===== config.mk =====
export PLATFORM = sky130hd
export DESIGN_NAME = fp_round_unit
export DESIGN_NICKNAME = d
export VERILOG_FILES = /design/src/rtl/fp_round_unit_pkg.sv /design/src/rtl/fp_round_decide.sv /design/src/rtl/fp_round_unit.sv
export SDC_FILE = /design/constraint.sdc
export NUM_CORES = 1
export LEC_CHECK = 0
export CAP_MARGIN = 5
export CORE_MARGIN = 2
export CORE_UTILIZATION = 30
export CTS_CLUSTER_DIAMETER = 40
export DETAILED_ROUTE_END_ITERATION = 12
export GPL_ROUTABILITY_DRIVEN = 0
export SLEW_MARGIN = 20
export SYNTH_ARGS = -nofsm -noshare
export SYNTH_HDL_FRONTEND = slang
export SYNTH_SLANG_ARGS = --single-unit
export TNS_END_PERCENT = 5

===== constraint.sdc =====
create_clock -name clk_i -period 3.01 [get_ports clk_i]
set_clock_uncertainty 0.15 [all_clocks]
set_input_delay 0.903 -clock clk_i [delete_from_list [all_inputs] [get_ports clk_i]]
set_output_delay 0.903 -clock clk_i [all_outputs]
set_load 0.01 [all_outputs]

===== src/rtl/fp_round_unit_pkg.sv =====
// Shared types and constants for the FP rounding unit: rounding modes,
// the fflags bundle and the special-value encodings.
package fp_round_unit_pkg;

    typedef enum logic [2:0] {
        RNE = 3'b000,
        RTZ = 3'b001,
        RDN = 3'b010,
        RUP = 3'b011,
        RMM = 3'b100
    } rnd_mode_t;

    typedef struct packed {
        logic nv;
        logic dz;
        logic of;
        logic uf;
        logic nx;
    } fflags_t;

    localparam logic [31:0] CANO_NAN       = 32'h7FC0_0000;
    localparam logic [31:0] P_INFTY        = 32'h7F80_0000;
    localparam logic [31:0] N_INFTY        = 32'hFF80_0000;
    localparam logic [31:0] MAX_FINITE_MAG = 32'h7F7F_FFFF;

    // On overflow, modes that round away from zero saturate to infinity.
    function automatic logic rounds_away(input rnd_mode_t rm, input logic sign);
        logic away;
        away = 1'b0;
        case (rm)
            RNE, RMM: away = 1'b1;
            RUP:      away = ~sign;
            RDN:      away = sign;
            default:  away = 1'b0;
        endcase
        return away;
    endfunction

endpackage


===== src/rtl/fp_round_decide.sv =====
// Combinational increment/inexact decision from sign, lsb, guard/round/sticky
// and the RISC-V rounding mode. Shared with the conversion path.
module fp_round_decide
    import fp_round_unit_pkg::*;
(
    input  logic       sign,
    input  logic       lsb,
    input  logic       guard,
    input  logic       round,
    input  logic       sticky,
    input  logic [2:0] frm,
    output logic       inc,
    output logic       inexact,
    output logic       illegal_rm
);

    always_comb begin
        inexact    = guard | round | sticky;
        inc        = 1'b0;
        illegal_rm = 1'b0;
        case (rnd_mode_t'(frm))
            RNE:     inc = guard & (round | sticky | lsb);
            RTZ:     inc = 1'b0;
            RDN:     inc = sign & inexact;
            RUP:     inc = ~sign & inexact;
            RMM:     inc = guard;
            default: illegal_rm = 1'b1;
        endcase
    end

endmodule


===== src/rtl/fp_round_unit.sv =====
// Two-stage RISC-V rounding pipeline: stage 1 classifies and decides the
// increment, stage 2 applies it with overflow/special handling and flags.
module fp_round_unit
    import fp_round_unit_pkg::*;
#(
    parameter bit ACC_FLAGS_EN = 1'b1
) (
    input  logic        clk_i,
    input  logic        rst_i,
    input  logic        clk_en_i,
    input  logic        valid_i,
    input  logic [31:0] operand_i,
    input  logic [2:0]  round_bits_i,
    input  logic [2:0]  frm_i,
    input  logic        invalid_i,
    input  logic        overflow_i,
    input  logic        underflow_i,
    input  logic        clear_flags_i,
    output logic [31:0] result_o,
    output logic        valid_o,
    output logic [4:0]  fflags_o,
    output logic [4:0]  fflags_acc_o
);

    logic        dec_inc;
    logic        dec_inexact;
    logic        dec_illegal;

    logic        s1_valid;
    logic [31:0] s1_operand;
    logic        s1_inc;
    logic        s1_inexact;
    logic        s1_illegal;
    logic        s1_is_nan;
    logic        s1_is_inf;
    rnd_mode_t   s1_rm;
    logic        s1_invalid;
    logic        s1_overflow;
    logic        s1_underflow;

    logic [30:0] sum;
    logic [31:0] s2_result;
    fflags_t     s2_flags;

    fp_round_decide u_decide (
        .sign       (operand_i[31]),
        .lsb        (operand_i[0]),
        .guard      (round_bits_i[2]),
        .round      (round_bits_i[1]),
        .sticky     (round_bits_i[0]),
        .frm        (frm_i),
        .inc        (dec_inc),
        .inexact    (dec_inexact),
        .illegal_rm (dec_illegal)
    );

    always_ff @(posedge clk_i or posedge rst_i) begin
        if (rst_i) begin
            s1_valid     <= 1'b0;
            s1_operand   <= '0;
            s1_inc       <= 1'b0;
            s1_inexact   <= 1'b0;
            s1_illegal   <= 1'b0;
            s1_is_nan    <= 1'b0;
            s1_is_inf    <= 1'b0;
            s1_rm        <= RNE;
            s1_invalid   <= 1'b0;
            s1_overflow  <= 1'b0;
            s1_underflow <= 1'b0;
        end else if (clk_en_i) begin
            s1_valid     <= valid_i;
            s1_operand   <= operand_i;
            s1_inc       <= dec_inc;
            s1_inexact   <= dec_inexact;
            s1_illegal   <= dec_illegal;
            s1_is_nan    <= (operand_i[30:23] == 8'hFF) && (operand_i[22:0] != '0);
            s1_is_inf    <= (operand_i[30:23] == 8'hFF) && (operand_i[22:0] == '0);
            s1_rm        <= rnd_mode_t'(frm_i);
            s1_invalid   <= invalid_i;
            s1_overflow  <= overflow_i;
            s1_underflow <= underflow_i;
        end
    end

    // A mantissa carry out of the 31-bit add bumps the exponent for free.
    always_comb begin
        sum       = s1_operand[30:0] + {30'd0, s1_inc};
        s2_result = '0;
        s2_flags  = '0;
        if (s1_illegal) begin
            s2_result   = CANO_NAN;
            s2_flags.nv = 1'b1;
        end else begin
            s2_flags.nv = s1_invalid;
            s2_flags.uf = s1_underflow;
            if (s1_is_nan) begin
                s2_result = CANO_NAN;
            end else if (s1_is_inf) begin
                s2_result = s1_operand;
            end else if ((sum[30:23] == 8'hFF) || s1_overflow) begin
                s2_result   = rounds_away(s1_rm, s1_operand[31])
                              ? (s1_operand[31] ? N_INFTY : P_INFTY)
                              : {s1_operand[31], MAX_FINITE_MAG[30:0]};
                s2_flags.of = 1'b1;
                s2_flags.nx = 1'b1;
            end else begin
                s2_result   = {s1_operand[31], sum};
                s2_flags.uf = s1_underflow | ((sum[30:23] == 8'h00) & s1_inexact);
                s2_flags.nx = s1_inexact;
            end
        end
    end

    always_ff @(posedge clk_i or posedge rst_i) begin
        if (rst_i) begin
            valid_o  <= 1'b0;
            result_o <= '0;
            fflags_o <= '0;
        end else if (clk_en_i) begin
            valid_o  <= s1_valid;
            result_o <= s1_valid ? s2_result : '0;
            fflags_o <= s1_valid ? s2_flags : '0;
        end
    end

    generate
        if (ACC_FLAGS_EN) begin : g_acc
            logic [4:0] acc_q;
            // Clear is honoured even while the pipeline is frozen.
            always_ff @(posedge clk_i or posedge rst_i) begin
                if (rst_i) begin
                    acc_q <= '0;
                end else if (clk_en_i) begin
                    acc_q <= (clear_flags_i ? 5'd0 : acc_q) | (s1_valid ? s2_flags : 5'd0);
                end else if (clear_flags_i) begin
                    acc_q <= '0;
                end
            end
            assign fflags_acc_o = acc_q;
        end else begin : g_no_acc
            assign fflags_acc_o = '0;
        end
    endgenerate

endmodule


==> results of run 1 <==
power breakdown:
part	internal (µW)	switching [µW]
sequential	1270	112
clock	833	442
combinational	389	332
total	2500	886
final cells by class:
type,instances,area (µm²),share of cell area
timing repair buffer,132,1214,0.1962
clock inverter,4,95.09,0.01538
sequential,85,2127,0.3439
multi-input combinational,318,2160,0.3492
clock buffer,12,246.5,0.03985
inverter,29,112.6,0.01821
tap,184,230.2,0.03722
sequential cells by signal, indices dropped and copies added (netlist names), 3 cells and up:
name          count
s1_rm             3
fflags_acc_o      4
s1_operand       32
result_o         32
fflags_o          4
metrics by stage:
stage	worst slack [ns]	power, µW	hold slack (ns)
floorplan	0.1826	1722	0.3076
CTS	-0.001062	3410	0.3411
global route	-0.03473	3529	0.3546
finish	0.1228	3381	0.3333
global placement	0.07055	2103	0.3175
detailed placement	-0.02701	2119	0.3265
cell families (layout without fill, tap and decap cells):
group                      after synthesis  in the layout  share of synthesized area
xor gates and xnor gates                13             13                    0.02552
AOI/OAI and AO/OA                      112            112                     0.1772
muxes                                   40             40                    0.09871
other                                    1              2                  0.0008405
and+or+nand+nor                        149            149                     0.1652
adders and majority gates                2              2                   0.005608
DFF                                     85             85                     0.4767
buffers and inverters                   55            177                    0.05019
repair_timing:
item	in CTS	in global routing
endpoints found under the setup margin	16	25
cloned	0	0
hold buffers	0	0
gates resized for setup	2	8
pin swaps	0	1
setup buffers	0	0
hold endpoints to repair	0	0
path summary, 6_finish.rpt:
kind | from | end | slack [ns] | cells past startpoint
max | s1_operand[0] | result_o[12] | 0.12 | 11
min | result_o[24] | result_o[24] | 0.33 | 1
max reg2reg | s1_operand[0] | result_o[12] | 0.12 | 11
min reg2reg | result_o[24] | result_o[24] | 0.33 | 1
max in group asynchronous | rst_i | s1_operand[27] | 1.47 | 3
min in group asynchronous | rst_i | result_o[6] | 0.89 | 3
layer usage:
layer | vias to the layer above | part of all wire | global-route usage
li1 | 1926 | - | -
met1 | 2028 | 0.45 | 0.2334
met2 | 116 | 0.48 | 0.2815
met3 | 13 | 0.057 | 0.03696
met4 | 0 | 0.012 | 0.04590
met5 | - | 0 | 0
layout by cell type, fill, tap and decap left out, types with 3 or more instances in the layout:
cell type / count
a21o_1: 3
a21oi_1: 12
a221o_1: 4
a22o_1: 3
a22oi_1: 9
a31oi_1: 7
and3_1: 9
and4_1: 3
buf_4: 45
bufinv_16: 3
clkbuf_16: 9
clkdlybuf4s50_1: 85
dfrtp_1: 85
inv_1: 28
mux2_2: 32
mux2i_1: 8
nand2_1: 37
nand3_1: 16
nand4_1: 12
nor2_1: 35
nor3_1: 14
nor4_1: 9
o211ai_1: 6
o21ai_0: 26
o221ai_1: 11
o22ai_1: 5
o2bb2ai_1: 5
xnor2_1: 7
xor2_1: 6
worst reg2reg max path, cell delays in order (launching register included):
cell      delay [ns]
dfrtp_1         0.36
ha_2            0.21
ha_2            0.18
nand3_1         0.11
or2_4           0.26
or4_4           0.44
a211oi_4        0.27
a21oi_2         0.10
buf_4           0.17
buf_4           0.12
a221oi_1        0.25
o221ai_1        0.14
==> impl_metrics.csv, run 1 <==
group,metric,value,unit
worst_setup_path,worstPathRequired,3.07,ns
place,dp_cells,748,
logic_synthesis,synth-seq-cells,85,
logic_synthesis,synth_top_area_share,0.4767,
global_routing,grt_pass1_wl,21900,µm
detailed_routing,drt-initial-drc-count,255,
place,port_buffers,86,
cells_and_area,synthToLayoutAreaGrowth,38.61,%
global_routing,antenna_found_initial,0,
floorplan,die_h,126.0,µm
logic_synthesis,synthDistinctLibCells,57,
clock_tree,clkSlewWorstSetupHoldPaths,0.06,ns
clock_tree,numCtsBuffers,9,
floorplan,start_util,0.3070,
timing,worst_pin_slew,0.8598,ns
timing,rsz0062_at_grt,"true",
logic_synthesis,synthArstFlopShare,1.000,
place,hpwl,10040,µm
timing,relSlewSlack,0.4261,
cells_and_area,drive_gt1_frac,0.1862,
timing,fmax,346.4,MHz
cells_and_area,nFillCells,1431,
logic_synthesis,ys_top_cells_by_count,"85 x dfrtp_1, 37 x nand2_1, 35 x nor2_1",
detailed_routing,wl,13600,µm
cells_and_area,final_nets,623,
global_routing,grt_pass1_vias,4134,
worst_setup_path,worstPathMaxFanout,4,
pwr,leakagePower,0.002554,µW
timing,period_share,0.9592,
outcome,status,"finished clean",
logic_synthesis,ys.flop_type,"dfrtp_1",
logic_synthesis,synth.most_common_cell,"dfrtp_1",
worst_setup_path,cp-start-kind,"flip-flop",
detailed_routing,drc,0,
cells_and_area,layoutNonFillerInstCount,764,
floorplan,die-area,15860,µm²
worst_setup_path,cp_slowest_stage_delay,0.44,ns
clock_tree,cts_max_level,3,
worst_setup_path,crit_path_end_kind,"flip-flop",
floorplan,core.rowCount,44,
clock_tree,cts_tree,"yes",
logic_synthesis,ys_warn_count,0,
cells_and_area,stdcell_area,6185,µm²
logic_synthesis,yosysTopAreaCell,"dfrtp_1",
worst_setup_path,arrival,2.94,ns
worst_setup_path,crit_type,"flip-flop to flip-flop",
worst_setup_path,crit_slowest_cell,"or4_4",
global_routing,grt.overflow.total,0,
logic_synthesis,netlist_instances,457,
floorplan,ios,89,
pwr,power.density,546.7,nW/µm²
clock_tree,clk_latency,0.34,ns
detailed_routing,dr.pass1.iters,4,
timing,setup_viol,0,
place,dpl_cell_area,5798,µm²
floorplan,core_region_area,14530,µm²
logic_synthesis,synth.avg_cell_area,9.763,µm²
timing,slew_violations,0,
global_routing,grt_usage,0.1724,
job,maxCapViolations,0,
logic_synthesis,ys_top_cells_by_area,"dfrtp_1 48%, mux2_2 8.1%, nand2_1 3.1%",
logic_synthesis,synth_edf_count,0,
global_routing,grt_max_degree,86,
logic_synthesis,syn_area,4462,µm²
floorplan,die_w,126.0,µm
pwr,ir_drop,0.0004048,V
worst_hold_path,hold_class,"flip-flop to flip-flop",
timing,period_needed,2.887,ns
detailed_routing,drt-vias-per-instance,5.344,
cells_and_area,antenna_cells,0,
clock_tree,cts_buffer_depth,2,
worst_setup_path,path_cells,"ha_2 -> ha_2 -> nand3_1 -> or2_4 -> or4_4 -> a211oi_4 -> a21oi_2 -> buf_4 -> buf_4 -> a221oi_1 -> o221ai_1",
worst_setup_path,cp_num_buf_inv,2,
timing,hold_violations,0,
cells_and_area,fin_util,0.4255,
detailed_routing,antenna_left,0,
clock_tree,clkSinkCount,85,
detailed_routing,wl_per_cell,17.80,µm
detailed_routing,via_count,4083,
timing,fin_setup_tns,0,ns
logic_synthesis,ys_seq_area_frac,0.4767,
worst_setup_path,path_delay_family,"simple AND/OR/NAND/NOR gates",
clock_tree,root_buffer,"clkbuf_16",
No activity file was read; power rests on OpenSTA's default activity.
==> run 2, diff against run 1 <==
Settings changed: GPL_TIMING_DRIVEN set to 0.
==> impl_metrics.csv, run 2 (same netlist as run 1, synthesis figures left out) <==
group,metric,value,unit
timing,fmax,333.7,MHz
timing,setup_viol,0,
place,hpwl,10570,µm
detailed_routing,wl_met2,6660,µm
timing,relSlewSlack,0.4189,
global_routing,grt_pass1_wl,22270,µm
clock_tree,numCtsBuffers,9,
timing,period_share,0.9955,
clock_tree,root_buffer,"clkbuf_16",
worst_setup_path,arrival,3.05,ns
clock_tree,clkSinkCount,85,
detailed_routing,wl,14250,µm
place,port_buffers,86,
job,maxCapViolations,0,
global_routing,antenna_found_initial,0,
floorplan,core.rowCount,44,
detailed_routing,drt-initial-drc-count,310,
detailed_routing,wl_per_cell,18.90,µm
cells_and_area,mostFrequentLayoutCell,"clkdlybuf4s50_1",
worst_setup_path,crit_slowest_cell,"or4_4",
place,dp_cells,730,
detailed_routing,dr.pass1.iters,6,
pwr,power.density,555.7,nW/µm²
detailed_routing,met3WireLength,953,µm
floorplan,core_region_area,14530,µm²
clock_tree,clkSlewWorstSetupHoldPaths,0.07,ns
detailed_routing,drt-vias-per-instance,5.415,
floorplan,ios,89,
worst_setup_path,crit_type,"flip-flop to flip-flop",
cells_and_area,top_regs,"result_o: 32 flops, s1_operand: 32 flops",
timing,slew_violations,0,
worst_setup_path,path_delay_family,"simple AND/OR/NAND/NOR gates",
clock_tree,cts_tree,"yes",
detailed_routing,top_layer,"met4",
floorplan,die-area,15860,µm²
global_routing,grt.overflow.total,0,
detailed_routing,m1WireLength,6365,µm
worst_setup_path,worstPathRequired,3.06,ns
timing,hold_violations,0,
cells_and_area,final_nets,613,
floorplan,start_util,0.3070,
cells_and_area,drive_gt1_frac,0.1509,
clock_tree,cts_buffer_depth,2,
pwr,leakagePower,0.002472,µW
cells_and_area,fin_util,0.4243,
clock_tree,clk_latency,0.35,ns
timing,period_needed,2.997,ns
worst_setup_path,path_cells,"nand4_1 -> or3_4 -> or4_4 -> a211oi_4 -> a21oi_2 -> buf_6 -> o311ai_4 -> a31oi_1",
worst_setup_path,cp_num_buf_inv,1,
global_routing,grt_usage,0.1791,
pwr,ir_drop,0.0002544,V
outcome,status,"finished clean",
clock_tree,cts_hold_buf,0,
timing,fin_hold_ws,0.3439,ns
global_routing,grt_max_degree,35,
cells_and_area,layout_common_cells,"86 x clkdlybuf4s50_1, 84 x dfrtp_1, 37 x nand2_1",
worst_setup_path,cp-start-kind,"flip-flop",
timing,worst_pin_slew,0.8685,ns
worst_hold_path,hold_class,"flip-flop to flip-flop",
timing,rsz0062_at_grt,"true",
cells_and_area,antenna_cells,0,
floorplan,die_h,126.0,µm
worst_setup_path,worstPathMaxFanout,10,
detailed_routing,antenna_left,0,
clock_tree,cts_max_level,3,
cells_and_area,layoutNonFillerInstCount,754,
floorplan,die_w,126.0,µm
cells_and_area,synthToLayoutAreaGrowth,38.22,%
worst_setup_path,cp_slowest_stage_delay,0.55,ns
global_routing,grt_pass1_vias,4068,
worst_setup_path,crit_path_end_kind,"flip-flop",
detailed_routing,via_count,4083,
detailed_routing,drc,0,
## run 2: changes by cell type in the layout (fill, tap and decap cells not counted), sizes merged
cell / delta
buf: -28
clkinv: -1
clkdlybuf4s50: +1
clkbuf: +15
inv: +3
## run 2: final timing paths
kind | end | slack (ns) | from | cells after the start
max | result_o[23] | 0.01 | s1_operand[9] | 8
min | fflags_acc_o[4] | 0.34 | fflags_acc_o[4] | 1
max reg2reg | result_o[23] | 0.01 | s1_operand[9] | 8
min reg2reg | fflags_acc_o[4] | 0.34 | fflags_acc_o[4] | 1
max in group asynchronous | s1_operand[27] | 1.39 | rst_i | 3
min in group asynchronous | result_o[3] | 0.78 | rst_i | 2
## run 2: power breakdown
group	internal (µW)	switching, µW	total [µW]
Combinational	371	327	698
Clock	843	489	1330
Sequential	1270	125	1400
Total	2490	941	3430
## run 2: routing by layer
| layer | vias up | global-route usage |
|---|---|---|
| li1 | 1903 | - |
| met1 | 1995 | 0.2441 |
| met2 | 163 | 0.2755 |
| met3 | 22 | 0.04460 |
| met5 | - | 0 |
| met4 | 0 | 0.06852 |
## run 2: layout make-up
type	instances	area, µm²
multi-input cells	318	2217
plain buffers	26	132.6
repair buffers	96	991.0
flip-flops and latches	85	2128
fillers	1452	8367
clock buffers	10	239.0
clock inverters	6	116.4
well taps	184	230.2
inverters	29	112.6
## run 2: metrics by stage
step	TNS, ns	setup WS [ns]	power, µW	area (µm²)
5_1_grt	-0.5157	-0.05572	3563	6167
3_3_place_gp	-10.55	-0.3232	2053	5560
4_1_cts	0	0.003655	3424	6020
3_5_place_dp	-11.81	-0.3468	2076	5600
2_1_floorplan	0	0.1826	1722	4469
6_report	0	0.01342	3427	6167
## run 2: repair_timing
action                                  4_1_cts  5_1_grt
buffers inserted                              1        6
endpoints found under the setup margin       24       26
gates cloned                                  0        1
gates resized for setup                      13       13
pin swaps                                     2        8
==> run 3, diff against run 2 <==
Settings changed: SETUP_SLACK_MARGIN set to 0.5.
==> impl_metrics.csv, run 3 (same netlist as run 1, synthesis figures left out) <==
group,metric,value,unit
job,maxCapViolations,0,
timing,relSlewSlack,0.4414,
timing,fin_hold_ws,0.3441,ns
pwr,power.density,544.2,nW/µm²
timing,period_needed,2.932,ns
clock_tree,clkSlewWorstSetupHoldPaths,0.07,ns
detailed_routing,via_count,4233,
timing,timing.final.ws_setup,0.07765,ns
clock_tree,root_buffer,"clkbuf_16",
clock_tree,clkSinkCount,85,
worst_setup_path,worstPathRequired,3.06,ns
floorplan,ios,89,
worst_setup_path,crit_path_end_kind,"flip-flop",
floorplan,die-area,15860,µm²
worst_setup_path,path_cells,"nand4_1 -> or3_4 -> or4_4 -> a211oi_4 -> a21oi_4 -> buf_6 -> o311ai_4 -> a31oi_1",
detailed_routing,wl_per_cell,19.06,µm
timing,rsz0062_at_grt,"true",
cells_and_area,fin_util,0.4392,
worst_setup_path,arrival,2.99,ns
global_routing,antenna_found_initial,0,
timing,hold_violations,0,
worst_setup_path,reg2reg_slack,0.08,ns
worst_setup_path,cp_slowest_stage_delay,0.55,ns
outcome,status,"finished clean",
timing,slew_violations,0,
clock_tree,numCtsBuffers,9,
floorplan,start_util,0.3070,
global_routing,grt_pass1_vias,4135,
global_routing,grt.overflow.total,0,
detailed_routing,drt-vias-per-instance,5.476,
place,dpl_cell_area,5600,µm²
cells_and_area,top_regs,"result_o: 32 flops, s1_operand: 32 flops",
detailed_routing,dr.pass1.iters,6,
cells_and_area,final_nets,632,
worst_hold_path,hold_class,"flip-flop to flip-flop",
clock_tree,cts_buffer_depth,2,
worst_setup_path,cp-start-kind,"flip-flop",
detailed_routing,antenna_left,0,
timing,worst_pin_slew,0.8348,ns
cells_and_area,mostFrequentLayoutCell,"clkdlybuf4s50_1",
timing,fmax,341.0,MHz
timing,setup_viol,0,
cells_and_area,synthToLayoutAreaGrowth,43.07,%
detailed_routing,drc,0,
cells_and_area,antenna_cells,0,
cells_and_area,drive_gt1_frac,0.2020,
pwr,ir_drop,0.0002593,V
clock_tree,cts_tree,"yes",
pwr,power,3474,µW
cells_and_area,stdcell_area,6384,µm²
floorplan,die_h,126.0,µm
timing,period_share,0.9742,
pwr,leakagePower,0.002573,µW
worst_setup_path,crit_slowest_cell,"or4_4",
clock_tree,cts_max_level,3,
worst_setup_path,crit_type,"flip-flop to flip-flop",
place,port_buffers,86,
clock_tree,cts_hold_buf,0,
global_routing,grt_usage,0.1827,
floorplan,die_w,126.0,µm
clock_tree,clk_latency,0.35,ns
detailed_routing,drt-initial-drc-count,367,
floorplan,core_region_area,14530,µm²
detailed_routing,wl,14740,µm
floorplan,core.rowCount,44,
cells_and_area,layout_common_cells,"86 x clkdlybuf4s50_1, 80 x dfrtp_1, 37 x nand2_1",
worst_setup_path,worstPathMaxFanout,5,
place,hpwl,10570,µm
global_routing,grt_pass1_wl,22760,µm
place,dpl_worst_slack,-0.3468,ns
global_routing,grt_max_degree,35,
-- run 3: cell types whose count changed in the layout (fill, tap and decap cells not counted), moves of 2 or more --
cell and delta:
nor2_4 +2, buf_2 +2, buf_6 +2, o221ai_1 -2, dfrtp_2 +4, o221ai_2 +2, buf_4 +18, dfrtp_1 -4
-- run 3: timing repair --
item / CTS / global route
gates resized for setup: 31 / 17
cloned: 1 / 1
pin swaps: 6 / 12
setup endpoints to repair: 68 / 69
setup buffers: 13 / 12
-- run 3: report_power, final --
part           internal (µW)  switching (µW)
registers               1270             126
clock network            843             493
logic                    393             346
-- run 3: critical path: cells and delay by family (launching register included) --
kind | cells | cell delay [ns]
flops | 1 | 0.44
compound gates | 4 | 0.93
buf+inv | 1 | 0.17
simple gates | 3 | 1.10
-- run 3: area by class of cell --
type	count	area, µm²
timing repair buffer	115	1117
clock buffer	10	239.0
multi-input combinational	318	2306
inverter	29	112.6
buffer	26	128.9
clock inverter	6	116.4
fill	1442	8150
sequential	85	2133
tap	184	230.2
-- run 3: stage by stage --
step	TNS [ns]	instances
floorplan	0	458
global placement	-10.55	728
detailed placement	-11.81	730
CTS	0	760
global route	0	773
finish	0	773
-- run 3: path summary, 6_finish.rpt --
kind / from / to / cells after the start
setup / recovery: s1_operand[10] / result_o[23] / 8
hold / removal: fflags_acc_o[4] / fflags_acc_o[4] / 1
setup reg to reg: s1_operand[10] / result_o[23] / 8
hold reg to reg: fflags_acc_o[4] / fflags_acc_o[4] / 1
max in group asynchronous: rst_i / s1_operand[21] / 3
min in group asynchronous: rst_i / result_o[3] / 2
-- run 3: routing by layer --
metal  GRT usage  wire length (µm)  up-vias
met3     0.03653              1037       30
li1            -                 -     1939
met4     0.07111               327        0
met5           0                 0        -
met2      0.2891              6869      201
met1      0.2472              6502     2063
